[config.mk]
export PLATFORM = sky130hd
export DESIGN_NAME = ifetch_ctrl_flat
export DESIGN_NICKNAME = d
export VERILOG_FILES = /design/src/rtl/ifetch_ctrl_if.sv /design/src/rtl/ifetch_ctrl.sv /design/src/flat_wrapper.sv
export SDC_FILE = /design/constraint.sdc
export NUM_CORES = 1
export LEC_CHECK = 0
export ABC_AREA = 1
export CORE_ASPECT_RATIO = 0.7
export CORE_MARGIN = 10
export CORE_UTILIZATION = 39
export CTS_CLUSTER_DIAMETER = 50
export DETAILED_ROUTE_END_ITERATION = 8
export PLACE_DENSITY = 0.62
export SLEW_MARGIN = 10
export SYNTH_ARGS = -nofsm -noshare
export SYNTH_HDL_FRONTEND = slang
export SYNTH_SLANG_ARGS = --single-unit
[constraint.sdc]
create_clock -name CLK -period 8.4 [get_ports CLK]
set_input_delay 2.1 -clock CLK [delete_from_list [all_inputs] [get_ports CLK]]
set_output_delay 2.1 -clock CLK [all_outputs]
set_load 0.02 [all_outputs]
[src/rtl/ifetch_ctrl_if.sv]
// Loader handshake and instruction-memory port shared by the fetch controller.
// The master side is the loader plus memory; the slave side is the controller.
interface ifetch_ctrl_if;
    logic        ld_valid;
    logic        ld_ready;
    logic [31:0] ld_data;
    logic        ld_last;
    logic [31:0] IAddr;
    logic        InsMemRW;
    logic [7:0]  mem_wdata;

    modport master (
        output ld_valid, ld_data, ld_last,
        input  ld_ready, IAddr, InsMemRW, mem_wdata
    );

    modport slave (
        input  ld_valid, ld_data, ld_last,
        output ld_ready, IAddr, InsMemRW, mem_wdata
    );
endinterface

[src/rtl/ifetch_ctrl.sv]
// Instruction fetch controller: owns the PC, streams loader words into the
// byte-wide big-endian instruction memory, and detects halt / bad PC.
module ifetch_ctrl #(
    parameter int unsigned MEM_BYTES = 64,
    parameter logic [31:0] RESET_PC  = 32'h0,
    parameter logic [5:0]  HALT_OP   = 6'b111111
) (
    input  logic         CLK,
    input  logic         Reset,
    ifetch_ctrl_if.slave bus,
    input  logic         start,
    input  logic         PCWre,
    input  logic [1:0]   PCSrc,
    input  logic [5:0]   op,
    input  logic [15:0]  immediate,
    input  logic [25:0]  jaddr,
    output logic         running,
    output logic         halted,
    output logic         err
);

    // wptr must be able to hold MEM_BYTES itself to flag a full memory
    localparam int unsigned WW     = $clog2(MEM_BYTES + 1);
    localparam logic [31:0] PC_MAX = 32'(MEM_BYTES - 4);

    typedef enum logic [2:0] {StIdle, StLoad, StReady, StRun, StHalt} state_e;

    state_e          state_q, state_d;
    logic [31:0]     pc_q, pc_d;
    logic [WW-1:0]   wptr_q, wptr_d;
    logic [1:0]      bcnt_q, bcnt_d;
    logic            busy_q, busy_d;   // latched word still being written
    logic [31:0]     word_q, word_d;
    logic            last_q, last_d;
    logic            err_q, err_d;

    logic [31:0]     p4, next_pc;
    logic            pc_bad, wptr_full, load_state, ld_ready;
    logic [7:0]      cur_byte;

    // Next-PC selection and range check
    always_comb begin
        p4 = pc_q + 32'd4;
        case (PCSrc)
            2'b01:   next_pc = p4 + {{14{immediate[15]}}, immediate, 2'b00};
            2'b10:   next_pc = {p4[31:28], jaddr, 2'b00};
            default: next_pc = p4;
        endcase
        pc_bad = (next_pc > PC_MAX) || (next_pc[1:0] != 2'b00);
    end

    // Loader handshake and memory port drive
    always_comb begin
        load_state = (state_q == StIdle) || (state_q == StLoad);
        wptr_full  = (wptr_q == WW'(MEM_BYTES));
        ld_ready   = load_state && !busy_q && !wptr_full;
        case (bcnt_q)
            2'd0:    cur_byte = word_q[31:24];
            2'd1:    cur_byte = word_q[23:16];
            2'd2:    cur_byte = word_q[15:8];
            default: cur_byte = word_q[7:0];
        endcase
        bus.ld_ready  = ld_ready;
        bus.InsMemRW  = busy_q;
        bus.mem_wdata = busy_q ? cur_byte : 8'h00;
        if (busy_q) begin
            bus.IAddr = 32'(wptr_q) + {30'b0, bcnt_q};
        end else if (state_q == StLoad) begin
            bus.IAddr = 32'(wptr_q);
        end else begin
            bus.IAddr = pc_q;
        end
        running = (state_q == StRun);
        halted  = (state_q == StHalt);
        err     = err_q;
    end

    // Next-state logic for the sequencer
    always_comb begin
        state_d = state_q;
        pc_d    = pc_q;
        wptr_d  = wptr_q;
        bcnt_d  = bcnt_q;
        busy_d  = busy_q;
        word_d  = word_q;
        last_d  = last_q;
        err_d   = err_q;
        case (state_q)
            StIdle, StLoad: begin
                if (busy_q) begin
                    bcnt_d = bcnt_q + 2'd1;
                    if (bcnt_q == 2'd3) begin
                        busy_d = 1'b0;
                        bcnt_d = 2'd0;
                        wptr_d = wptr_q + WW'(4);
                        if (last_q) state_d = StReady;
                    end
                end else if (bus.ld_valid && ld_ready) begin
                    word_d  = bus.ld_data;
                    last_d  = bus.ld_last;
                    busy_d  = 1'b1;
                    bcnt_d  = 2'd0;
                    state_d = StLoad;
                end else if (bus.ld_valid && wptr_full) begin
                    err_d = 1'b1;
                end else if (state_q == StIdle && start) begin
                    // memory assumed preloaded externally
                    state_d = StRun;
                    pc_d    = RESET_PC;
                end
            end
            StReady: begin
                if (start) begin
                    state_d = StRun;
                    pc_d    = RESET_PC;
                end
            end
            StRun: begin
                // a bad target only matters when the PC would actually move
                if (PCWre && pc_bad) begin
                    err_d   = 1'b1;
                    state_d = StHalt;
                end else if (op == HALT_OP) begin
                    state_d = StHalt;
                end else if (PCWre) begin
                    pc_d = next_pc;
                end
            end
            StHalt: ;
            default: state_d = StIdle;
        endcase
    end

    // State registers with asynchronous reset
    always_ff @(posedge CLK or posedge Reset) begin
        if (Reset) begin
            state_q <= StIdle;
            pc_q    <= RESET_PC;
            wptr_q  <= '0;
            bcnt_q  <= 2'd0;
            busy_q  <= 1'b0;
            word_q  <= 32'h0;
            last_q  <= 1'b0;
            err_q   <= 1'b0;
        end else begin
            state_q <= state_d;
            pc_q    <= pc_d;
            wptr_q  <= wptr_d;
            bcnt_q  <= bcnt_d;
            busy_q  <= busy_d;
            word_q  <= word_d;
            last_q  <= last_d;
            err_q   <= err_d;
        end
    end

endmodule

[src/flat_wrapper.sv]
// flat-port wrapper written by rule: the top's interface ports become plain ports
module ifetch_ctrl_flat 
#(
    parameter int unsigned MEM_BYTES = 64,
    parameter logic [31:0] RESET_PC  = 32'h0,
    parameter logic [5:0]  HALT_OP   = 6'b111111
)
  (CLK, Reset, start, PCWre, PCSrc, op, immediate, jaddr, running, halted, err, bus_ld_valid, bus_ld_data, bus_ld_last, bus_ld_ready, bus_IAddr, bus_InsMemRW, bus_mem_wdata);
  ifetch_ctrl_if bus_i ();
  input  logic CLK;
  input  logic Reset;
  input  logic start;
  input  logic PCWre;
  input  logic [1:0] PCSrc;
  input  logic [5:0] op;
  input  logic [15:0] immediate;
  input  logic [25:0] jaddr;
  output logic running;
  output logic halted;
  output logic err;
  input wire logic [$bits(bus_i.ld_valid)-1:0] bus_ld_valid;
  input wire logic [$bits(bus_i.ld_data)-1:0] bus_ld_data;
  input wire logic [$bits(bus_i.ld_last)-1:0] bus_ld_last;
  output wire logic [$bits(bus_i.ld_ready)-1:0] bus_ld_ready;
  output wire logic [$bits(bus_i.IAddr)-1:0] bus_IAddr;
  output wire logic [$bits(bus_i.InsMemRW)-1:0] bus_InsMemRW;
  output wire logic [$bits(bus_i.mem_wdata)-1:0] bus_mem_wdata;
  assign bus_i.ld_valid = bus_ld_valid;
  assign bus_i.ld_data = bus_ld_data;
  assign bus_i.ld_last = bus_ld_last;
  assign bus_ld_ready = bus_i.ld_ready;
  assign bus_IAddr = bus_i.IAddr;
  assign bus_InsMemRW = bus_i.InsMemRW;
  assign bus_mem_wdata = bus_i.mem_wdata;
  ifetch_ctrl #(.MEM_BYTES(MEM_BYTES), .RESET_PC(RESET_PC), .HALT_OP(HALT_OP)) u_core (.CLK(CLK), .Reset(Reset), .bus(bus_i), .start(start), .PCWre(PCWre), .PCSrc(PCSrc), .op(op), .immediate(immediate), .jaddr(jaddr), .running(running), .halted(halted), .err(err));
endmodule
== Yosys cells after proc, flatten, opt, wreduce, memory -nomap -nowiden ==
Cells that the tools add are included.
Cells by class
  add/subtract/negate cells: 5
  order comparisons: 1
  equal/unequal tests: 26
  mux-type cells: 35
  bitwise logic cells: 2
  reductions and logical operators: 23
Operator list (number)
  $mux 32: 10
  $pmux 32 s3: 1
  $pmux 32 s2: 1
  $add 32x3->32 const B: 1
  $add 32x32->32: 1
  $gt 32x6->1 const B: 1
  $mux 3: 9
  $pmux 8 s3: 1
  $ne 2x2->1 const B: 7
  $pmux 3 s4: 1
  $reduce_and 9->1: 1
  $add 7x2->8: 1
  $mux 8: 1
  $add 7x3->7 const B: 1
  $eq 7x7->1 const B: 1
  $mux 1: 7
  $reduce_and 7->1: 1
  $eq 2x2->1 const B: 3
  $eq 3x2->1 const B: 2
  $eq 6x6->1 const B: 1
  $logic_and 1x1->1: 6
  $mux 2: 3
  $ne 2x1->1 const B: 3
  $ne 3x3->1 const B: 2
  19 further kinds: 26
Word-level totals
  bits in registers: 79
  input port bits: 88
  output and inout port bits: 45
  logic and storage cells: 100

== Longest topological paths before layout ==
Gate-level depths: netlist (run 1).
  depth after elaboration: 8
  depth in mapped cells: 32
  depth with buffers taken out: 32

== Least setup slack after synthesis (run 1) ==
Ideal clock, no wire load.
  path kind: input to register
  from: in immediate[0]
  to: reg u_core.pc_q[11]
  setup time: 0.112 ns
  data arrival time: 4.283 ns
  required time: 8.288 ns
  slack: 4.004 ns
  stages: 22
  path buffers: 1
  cell sequence: ha_1 inv_1 fa_1 inv_1 nand2_1 nand2_1 nand2_1 o21ai_1 nand2_1 nand3_1 nand2_1 nand2_1 nand2_1 nor2_1 nand3_1 nor3_1 nand2_1 nand3_2 nand3_4 buf_6 nand2_1 inv_2
Between the ends
  longest elaborated chain between the ends: 7
  elaborated cells between the ends (all ways): 11
  those cells by class: add/sub: 1; order compare: 1; eq/ne: 1; mux: 5; reduce/logical: 3
RTL lines
  start: declaration: RTL line flat_wrapper.sv:16  | input logic [15:0] immediate;
  $add 32x32->32 (*): RTL line ifetch_ctrl.sv:45  | 2'b01: next_pc = p4 + {{14{immediate[15]}}, immediate, 2'b00};
  $pmux 32 s2 (*): RTL line ifetch_ctrl.sv:44  | case (PCSrc)
  $gt 32x6->1: RTL line ifetch_ctrl.sv:49  | pc_bad = (next_pc > PC_MAX) || (next_pc[1:0] != 2'b00);
  $logic_or 1x1->1: RTL line ifetch_ctrl.sv:49
  $logic_and 1x1->1: RTL line ifetch_ctrl.sv:120  | if (PCWre && pc_bad) begin
  $ne 2x2->1 (no line)
  $reduce_and 9->1 (no line)
  end signal: assignment: RTL line ifetch_ctrl.sv:147  | pc_q <= pc_d;
  end: declaration: RTL line ifetch_ctrl.sv:29  | logic [31:0] pc_q, pc_d;
Every way passes the cells marked *; elsewhere a longest branch is shown, timed or not. The select of a mux whose other input is x is not followed.
A chain may end at the register's enable or synchronous reset.

== Final worst setup path (run 1) ==
  from: in immediate[15]
  to: reg u_core.pc_q[19]
The elaborated chain is that of the path after synthesis.

==> results of run 1 <==
[how the worst min path moves through the flow]
stage                                   to              from  slack (ps)
final                           u_core.err        u_core.err         460
after global routing            u_core.err        u_core.err         490
after CTS                       u_core.err        u_core.err         470
after detailed placement        u_core.err        u_core.err         450
after global placement          u_core.err        u_core.err         450
after floorplan           u_core.word_q[0]  u_core.word_q[0]         440
[power by group]
group | switching (mW) | leakage (nW) | internal (mW)
Clock | 0.152 | 0.151 | 0.258
Sequential | 0.0799 | 1.01 | 0.472
Combinational | 0.589 | 3.80 | 0.334
Total | 0.820 | 4.96 | 1.06
[worst reg2reg max path, stage by stage, from the launching register on]
cell	delay, ps
sky130_fd_sc_hd__dfrtp_1	440
sky130_fd_sc_hd__ha_1	230
sky130_fd_sc_hd__nand2_1	90
sky130_fd_sc_hd__nor2_1	250
sky130_fd_sc_hd__inv_1	150
sky130_fd_sc_hd__nor2_2	280
sky130_fd_sc_hd__xor2_1	350
sky130_fd_sc_hd__inv_1	90
sky130_fd_sc_hd__ha_1	390
sky130_fd_sc_hd__nand2_1	160
sky130_fd_sc_hd__nor2_1	450
sky130_fd_sc_hd__and3_1	240
sky130_fd_sc_hd__nand2_1	60
sky130_fd_sc_hd__nand2_1	280
sky130_fd_sc_hd__nand2_1	100
sky130_fd_sc_hd__nand3_1	90
sky130_fd_sc_hd__nand2_1	50
sky130_fd_sc_hd__nand3_1	90
sky130_fd_sc_hd__nand2_1	80
sky130_fd_sc_hd__nor2_1	180
sky130_fd_sc_hd__nand3_1	100
sky130_fd_sc_hd__nor2_1	100
sky130_fd_sc_hd__nand2_1	140
sky130_fd_sc_hd__nand3_2	180
sky130_fd_sc_hd__nand3_4	400
sky130_fd_sc_hd__nand2_1	240
sky130_fd_sc_hd__inv_2	40
[sequential cells by signal, summed over array words and instances, names as in the netlist]
signal	flops
u_core.bcnt_q	2
u_core.word_q	32
u_core.bus.InsMemRW	1
u_core.pc_q	32
u_core.wptr_q	5
u_core.state_q	3
u_core.err	1
u_core.last_q	1
[kinds of logic after synthesis]
logic type                 Yosys count
adders and majority gates           43
xor gates and xnor gates            20
DFF                                 77
buffers and inverters              240
and+or+nand+nor                    776
AOI/OAI and AO/OA                  115
[placed cells by master, fill, tap and decap left out, types with 11 or more instances in the layout]
master	synthesis	layout
sky130_fd_sc_hd__ha_1	42	42
sky130_fd_sc_hd__nand3_1	73	73
sky130_fd_sc_hd__o21ai_0	29	29
sky130_fd_sc_hd__a31oi_1	11	11
sky130_fd_sc_hd__nand2_2	19	19
sky130_fd_sc_hd__nor2_1	115	115
sky130_fd_sc_hd__nand2_1	503	503
sky130_fd_sc_hd__clkdlybuf4s50_1	0	132
sky130_fd_sc_hd__dfrtp_1	77	77
sky130_fd_sc_hd__a21oi_1	62	62
sky130_fd_sc_hd__inv_1	172	171
sky130_fd_sc_hd__xor2_1	17	17
sky130_fd_sc_hd__nand4_1	26	26
sky130_fd_sc_hd__inv_2	37	37
sky130_fd_sc_hd__nor3_1	14	14
[final cells by class]
cell class / instances / area share, %
Tap cell: 242 / 3.258
Inverter: 212 / 8.576
Multi-Input combinational cell: 954 / 49.26
Clock buffer: 9 / 2.423
Sequential cell: 77 / 20.73
Clock inverter: 7 / 0.9693
Timing Repair Buffer: 139 / 14.78
[metrics by stage]
step / setup WS [ps] / hold slack (ps) / utilization (%) / std cells / area, sq um
after floorplan: 4004 / 443.6 / - / 1271 / 7431
after global placement: 2162 / 452.4 / 47.73 / 1624 / 8979
after detailed placement: 2207 / 454.4 / 47.73 / 1624 / 8979
after CTS: 2545 / 467.3 / 49.40 / 1640 / 9294
after global routing: 2132 / 487.2 / 49.40 / 1640 / 9294
final: 2444 / 460.7 / 49.40 / 1640 / 9294
[per-layer routing]
| layer | GRT usage [%] | up-vias | wire length [um] |
|---|---|---|---|
| met5 | 0 | - | 0 |
| li1 | - | 4183 | - |
| met3 | 5.707 | 18 | 2480 |
| met2 | 28.27 | 300 | 10080 |
| met1 | 31.34 | 3685 | 13350 |
| met4 | 2.295 | 0 | 160 |
==> qor.txt, run 1 <==
LOGIC SYNTHESIS
-------------------------------------------------------------------------------------------
Top cells by instance count after synthesis .................................. sky130_fd_sc_hd__nand2_1 (503), sky130_fd_sc_hd__inv_1 (172), sky130_fd_sc_hd__nor2_1 (115)
Most numerous cell in the Yosys netlist ...................................... sky130_fd_sc_hd__nand2_1
Number of synthesized register bits ..........................................           77
Nets in the synthesized netlist ..............................................         1402
Post-synthesis cell type with the largest combined area ...................... sky130_fd_sc_hd__dfrtp_1
Fraction of the yosys area taken by sequential cells .........................       25.93%
Dominant combinational cell family by area after synthesis ................... simple AND/OR/NAND/NOR gates
Post-synthesis cell type count ...............................................           39
Area fraction of the dominant cell type after synthesis ......................       25.93%
Xor and xnor area share after synthesis ......................................       2.357%
Area fraction in compound gates after synthesis ..............................       8.267%
Post-Synth Simple-Gate Area ..................................................       43.64%
Mux share of post-synthesis cell area ........................................           0%
Cell types with the largest area share after synthesis ....................... sky130_fd_sc_hd__dfrtp_1 (26%), sky130_fd_sc_hd__nand2_1 (25%), sky130_fd_sc_hd__inv_1 (8.7%)
Prevailing post-synth register cell .......................................... sky130_fd_sc_hd__dfrtp_1
Synth async-reset ratio ......................................................       100.0%
Number of enable-type register cells in the synthesized netlist ..............            0
Number of standard cells after synthesis .....................................         1271
Synth Area per Inst ..........................................................  5.846 sq um
Yosys warns ..................................................................            0
Share of synthesized cell area in full adder, half adder and majority cells ..       7.341%
Post-Synthesis Cell Area .....................................................   7431 sq um

STA
-------------------------------------------------------------------------------------------
Final setup fails ............................................................            0
Slew @ Worst Pin .............................................................     988.9 ps
Worst Skew ...................................................................     7.026 ps
Setup TNS after final layout .................................................         0 ps
Timing-limited maximum frequency .............................................   0.1679 GHz
Fin crit period ..............................................................      5956 ps
Final hold violations ........................................................            0
Tightest slew margin relative to the limit ...................................       34.07%
Number of slew-limit violations in the final report ..........................            0
Unrepaired setup endpoints after global routing ..............................           no
Share of the clock period used by the worst path .............................       70.91%

FINISH
-------------------------------------------------------------------------------------------
Synth-to-layout area growth ..................................................       25.07%
FF/Latch Area ................................................................   1927 sq um
Number of diodes added for antenna fixing ....................................            0
Nets@finish ..................................................................         1524
Multi-input logic area .......................................................   4578 sq um
Fillers ......................................................................         2003
Fraction of final layout cells with drive strength greater than 1 ............       6.366%

SETUP PATH
-------------------------------------------------------------------------------------------
Worst Reg-to-Reg Cells .......................................................           26
Setup crit start ............................................................. immediate[15]
Largest fanout on the critical path ..........................................           32
Endpoint of the worst-slack reg-to-reg timing path ........................... u_core.pc_q[19]
Startpoint of the lowest-slack register-to-register path ..................... u_core.pc_q[2]
Slowest cell on crit path .................................................... sky130_fd_sc_hd__clkdlybuf4s50_1
Gate family responsible for the most delay along the worst path .............. simple AND/OR/NAND/NOR gates
Critical path cell sequence .................................................. clkdlybuf4s50_1, ha_1, nand2_1, nor4_1, nand3b_1, nand2_1, nand2_1, nand3_1, nand2_1, nor2_1, nand3_1, nor2_1, nand2_1, nand3_2, nand3_4, nand2_1, inv_2
Critical Path Max Stage Delay ................................................       860 ps
Critical Path Most Common Cell ............................................... sky130_fd_sc_hd__nand2_1
Crit path kind ............................................................... input port to flop
Crit path buffers/inverters ..................................................            2
Arrival time at the worst endpoint ...........................................      6180 ps
Kind of start point of the critical path .....................................   input port
Worst Path Required ..........................................................      8630 ps
Count of cell instances traversed by the critical path .......................           17
CP Capture Point ............................................................. u_core.pc_q[19]
CP Capture Type ..............................................................         flop
FF-to-FF setup slack .........................................................      3070 ps

FLOORPLAN
-------------------------------------------------------------------------------------------
Floorplan core area ..........................................................  18810 sq um
Starting density of the core .................................................       39.50%
Die outline area .............................................................  25060 sq um
Count of standard-cell rows ..................................................           42
Horizontal die dimension .....................................................     185.0 um
I/O pin cnt ..................................................................          133
Overall die height ...........................................................     135.5 um

ROUTING
-------------------------------------------------------------------------------------------
Post-detailed-route count of antenna-violating nets ..........................            0
First drt pass iteration count ...............................................            5
Routed wire length ...........................................................     26080 um
Via Count ....................................................................         8186
Remaining routing DRC violations .............................................            0
Number of design-rule violations left by the first detailed-router iteration .          851
Number of vias per cell ......................................................        4.991
Average routed wire per standard cell ........................................     15.90 um

POWER AND IR DROP
-------------------------------------------------------------------------------------------
Power per cell area .......................................................... 202.8 nW/um^2
VDD IR max ...................................................................  0.0001472 V
Overall power of the completed layout ........................................     1.884 mW
Total leakage power ..........................................................     4.961 nW

RUN STATUS
-------------------------------------------------------------------------------------------
Result of the run ............................................................ finished clean

PLACED DESIGN
-------------------------------------------------------------------------------------------
HPWL after DPL ...............................................................     21030 um
Gp weighted congestion .......................................................       0.9766
Count of buffers from port buffering .........................................          132

JOB
-------------------------------------------------------------------------------------------
Max Cap Viol .................................................................            0

CTS
-------------------------------------------------------------------------------------------
Register clock-pin slew on the reported worst setup and hold paths ...........        60 ps
Clock Root Buffer ............................................................ sky130_fd_sc_hd__clkbuf_16
Number of buffers between clock root and the deepest sink ....................            2
Post-CTS Resized .............................................................            0
Post-CTS setup buffer count ..................................................            0
CTS Buf Count ................................................................            9
TritonCTS clock tree .........................................................         done
Num Clock Sinks ..............................................................           77
Depth of the CTS H-tree ......................................................            3
Worst skew pair latency ......................................................       340 ps
Hold buffers post-CTS ........................................................            0

GLOBAL ROUTE
-------------------------------------------------------------------------------------------
Global-route wire length before repair .......................................     41070 um
Vias in the first global route ...............................................         7685
Initial antenna violation count ..............................................            0
Maximum number of pins on one net before global-route repair .................           78
Sum of overflow across all layers after global routing .......................            0
Global router's overall resource usage .......................................       20.50%

MIN PATH
-------------------------------------------------------------------------------------------
Worst Hold Class ............................................................. flop to flop
Hold Path Stages .............................................................            1

No activity file was read; power rests on OpenSTA's default activity.
==> run 2, diff against run 1 <==
- clock period: 8.4 -> 5.7 ns (I/O delays scaled with it)
==> run 2 against run 1 <==
Worst hold slack improved by 3.4 ps. Clock power rose by 43%. Non-clock buffer count rose by 4. Die area did not move. Final area rose by 0.28%. Clock-buffer cell count rose by 3. Flip-flop and latch count did not move. Total power rose by 47%. First-iteration DRC count rose by 3.4%. Sequential power rose by 47%. Core utilization rose by 0.14 points.
==> qor.txt, run 2 (same netlist as run 1, synthesis figures left out) <==
FLOORPLAN
-------------------------------------------------------------------------------------------
Count of standard-cell rows ..................................................           42   unchanged
Floorplan core area ..........................................................  18810 sq um   unchanged
Horizontal die dimension .....................................................     185.0 um   unchanged
Die outline area .............................................................  25060 sq um   unchanged
Overall die height ...........................................................     135.5 um   unchanged
Starting density of the core .................................................       39.50%   unchanged
I/O pin cnt ..................................................................          133   unchanged

SETUP PATH
-------------------------------------------------------------------------------------------
Kind of start point of the critical path .....................................         flop
Crit path kind ............................................................... flop to flop
Worst Path Required ..........................................................      5930 ps   -2700 ps
CP Capture Type ..............................................................         flop
Arrival time at the worst endpoint ...........................................      5330 ps   -850 ps
Startpoint of the lowest-slack register-to-register path ..................... u_core.pc_q[2]
Largest fanout on the critical path ..........................................           32   unchanged
Endpoint of the worst-slack reg-to-reg timing path ........................... u_core.pc_q[19]
Worst Reg-to-Reg Cells .......................................................           26   unchanged
FF-to-FF setup slack .........................................................       600 ps   -2470 ps

ROUTING
-------------------------------------------------------------------------------------------
Post-detailed-route count of antenna-violating nets ..........................            0   unchanged
Number of vias per cell ......................................................        4.994   about the same
Average routed wire per standard cell ........................................     15.89 um   about the same
Number of design-rule violations left by the first detailed-router iteration .          880   +3.4%
Remaining routing DRC violations .............................................            0   unchanged
Via Count ....................................................................         8210   +0.29%
Routed wire length ...........................................................     26120 um   +0.15%
First drt pass iteration count ...............................................            6   +1

FINISH
-------------------------------------------------------------------------------------------
Synth-to-layout area growth ..................................................       25.43%
Fraction of final layout cells with drive strength greater than 1 ............       6.633%   +0.27 points
Most common library cell in the layout ignoring fill and taps ................ sky130_fd_sc_hd__nand2_1
Number of diodes added for antenna fixing ....................................            0   unchanged
Final core utilization .......................................................       49.54%   +0.14 points
Fillers ......................................................................         2019   +0.80%
Final instance count without filler cells ....................................         1644   +0.24%
Top library cells by usage in the layout, fill and taps aside ................ sky130_fd_sc_hd__nand2_1 (503), sky130_fd_sc_hd__inv_1 (171), sky130_fd_sc_hd__clkdlybuf4s50_1 (132)
Nets@finish ..................................................................         1528   +0.26%
Leading registers by flop count .............................................. u_core.pc_q x32, u_core.word_q x32, u_core.wptr_q x5

CTS
-------------------------------------------------------------------------------------------
Clock Root Buffer ............................................................ sky130_fd_sc_hd__clkbuf_16
Hold buffers post-CTS ........................................................            0   unchanged
Depth of the CTS H-tree ......................................................            3   unchanged
Number of buffers between clock root and the deepest sink ....................            2   unchanged
Worst skew pair latency ......................................................       330 ps   about the same
Register clock-pin slew on the reported worst setup and hold paths ...........        60 ps   about the same
CTS Buf Count ................................................................            9   unchanged
Post-CTS setup buffer count ..................................................            0   unchanged
TritonCTS clock tree .........................................................         done
Post-CTS Resized .............................................................            0   unchanged
Num Clock Sinks ..............................................................           77   unchanged

POWER AND IR DROP
-------------------------------------------------------------------------------------------
Total leakage power ..........................................................     4.988 nW   +0.53%
VDD IR max ...................................................................  0.0001986 V   +35%
Power per cell area .......................................................... 298.1 nW/um^2   +47%

GLOBAL ROUTE
-------------------------------------------------------------------------------------------
Sum of overflow across all layers after global routing .......................            0   unchanged
Global router's overall resource usage .......................................       20.68%   +0.17 points
Vias in the first global route ...............................................         7420   -3.4%
Global-route wire length before repair .......................................     41140 um   +0.17%
Initial antenna violation count ..............................................            0   unchanged
Maximum number of pins on one net before global-route repair .................           46   -41%

PLACED DESIGN
-------------------------------------------------------------------------------------------
Cell count after placement ...................................................         1628   +0.25%
Gp weighted congestion .......................................................        1.005   +2.9%
Count of buffers from port buffering .........................................          132   unchanged
HPWL after DPL ...............................................................     21580 um   +2.6%
Pre-CTS worst setup slack ....................................................     467.5 ps   -1739 ps

STA
-------------------------------------------------------------------------------------------
Timing-limited maximum frequency .............................................   0.1960 GHz
Slew @ Worst Pin .............................................................      1081 ps   +92.18 ps
Unrepaired setup endpoints after global routing ..............................           no
Number of slew-limit violations in the final report ..........................            0   unchanged
Tightest slew margin relative to the limit ...................................       27.93%   -6.1 points
Setup slack of the critical path after layout ................................     597.9 ps   -1846 ps
Setup TNS after final layout .................................................         0 ps   unchanged
Fin crit period ..............................................................      5102 ps
Final hold violations ........................................................            0   unchanged
Worst Skew ...................................................................     5.124 ps   -1.902 ps
WHS ..........................................................................     464.1 ps   +3.377 ps
Share of the clock period used by the worst path .............................       89.51%
Final setup fails ............................................................            0   unchanged

MIN PATH
-------------------------------------------------------------------------------------------
Hold Path Stages .............................................................            1   unchanged
Startpoint of the lowest-slack hold path .....................................   u_core.err
Endpoint of the worst hold-timing path .......................................   u_core.err
Worst Hold Class ............................................................. flop to flop

RUN STATUS
-------------------------------------------------------------------------------------------
Result of the run ............................................................ finished clean

JOB
-------------------------------------------------------------------------------------------
Max Cap Viol .................................................................            0   unchanged

[run 2: cell types whose count changed in the layout (fill, tap and decap cells not counted)]
cell                         previous run  this run
sky130_fd_sc_hd__clkinvlp_4             2         0
sky130_fd_sc_hd__clkbuf_8               0         3
sky130_fd_sc_hd__bufinv_16              2         1
sky130_fd_sc_hd__buf_4                  7        11
[run 2: worst max path at each step]
stage | start | endpoint | slack, ps | cells past startpoint
floorplan | immediate[0] | u_core.pc_q[11] | 1980 | 22
global placement | immediate[15] | u_core.pc_q[21] | 420 | 21
detailed placement | immediate[15] | u_core.pc_q[19] | 470 | 21
CTS | immediate[15] | u_core.pc_q[19] | 770 | 21
global route | u_core.pc_q[2] | u_core.pc_q[5] | 250 | 25
finish | u_core.pc_q[2] | u_core.pc_q[19] | 600 | 26
[run 2: cell type report]
class | instances | area [sq um] | share of cell area [%]
Tap cell | 242 | 302.8 | 3.249
Timing Repair Buffer | 143 | 1404 | 15.06
Multi-Input combinational cell | 954 | 4578 | 49.12
Sequential cell | 77 | 1927 | 20.67
Clock inverter | 4 | 45.04 | 0.4833
Clock buffer | 12 | 266.5 | 2.859
Inverter | 212 | 797.0 | 8.551
[run 2: where the power goes]
group          internal [mW]  total, mW  switching, mW  leakage, nW
logic                  0.506       1.38          0.876         3.82
registers              0.696      0.811          0.115         1.01
clock network          0.372      0.585          0.213        0.158
[run 2: critical path, stage by stage (launching register included)]
cell and delay (ps):
sky130_fd_sc_hd__dfrtp_1 430, sky130_fd_sc_hd__ha_1 240, sky130_fd_sc_hd__nand2_1 90, sky130_fd_sc_hd__nor2_1 250, sky130_fd_sc_hd__inv_1 150, sky130_fd_sc_hd__nor2_2 280, sky130_fd_sc_hd__xor2_1 320, sky130_fd_sc_hd__inv_1 80
sky130_fd_sc_hd__ha_1 360, sky130_fd_sc_hd__nand2_1 130, sky130_fd_sc_hd__nor2_1 250, sky130_fd_sc_hd__inv_1 100, sky130_fd_sc_hd__nor2_1 320, sky130_fd_sc_hd__nand4_1 340, sky130_fd_sc_hd__nand3_1 180, sky130_fd_sc_hd__nand2_1 60
sky130_fd_sc_hd__nand3_1 60, sky130_fd_sc_hd__nand2_1 90, sky130_fd_sc_hd__nand2_1 70, sky130_fd_sc_hd__nand3_1 110, sky130_fd_sc_hd__nor3_1 210, sky130_fd_sc_hd__nand2_1 160, sky130_fd_sc_hd__nand3_2 180, sky130_fd_sc_hd__nand3_4 70
sky130_fd_sc_hd__buf_4 290, sky130_fd_sc_hd__nand2_1 120, sky130_fd_sc_hd__inv_2 30
[run 2: through the flow]
| stage | total power, mW | cell area [sq um] |
|---|---|---|
| after floorplan | 1.739 | 7431 |
| after CTS | 2.795 | 9320 |
| after global routing | 3.007 | 9320 |
| after global placement | 2.179 | 9009 |
| final | 2.779 | 9320 |
| after detailed placement | 2.191 | 9009 |
[run 2: routing by layer]
metal,share of wire [%],track usage (%),wire [um]
met1,53,32.42,13790
met2,38,27.99,9954
met3,8.8,5.279,2297
met4,0.29,2.025,76
met5,0,0,0
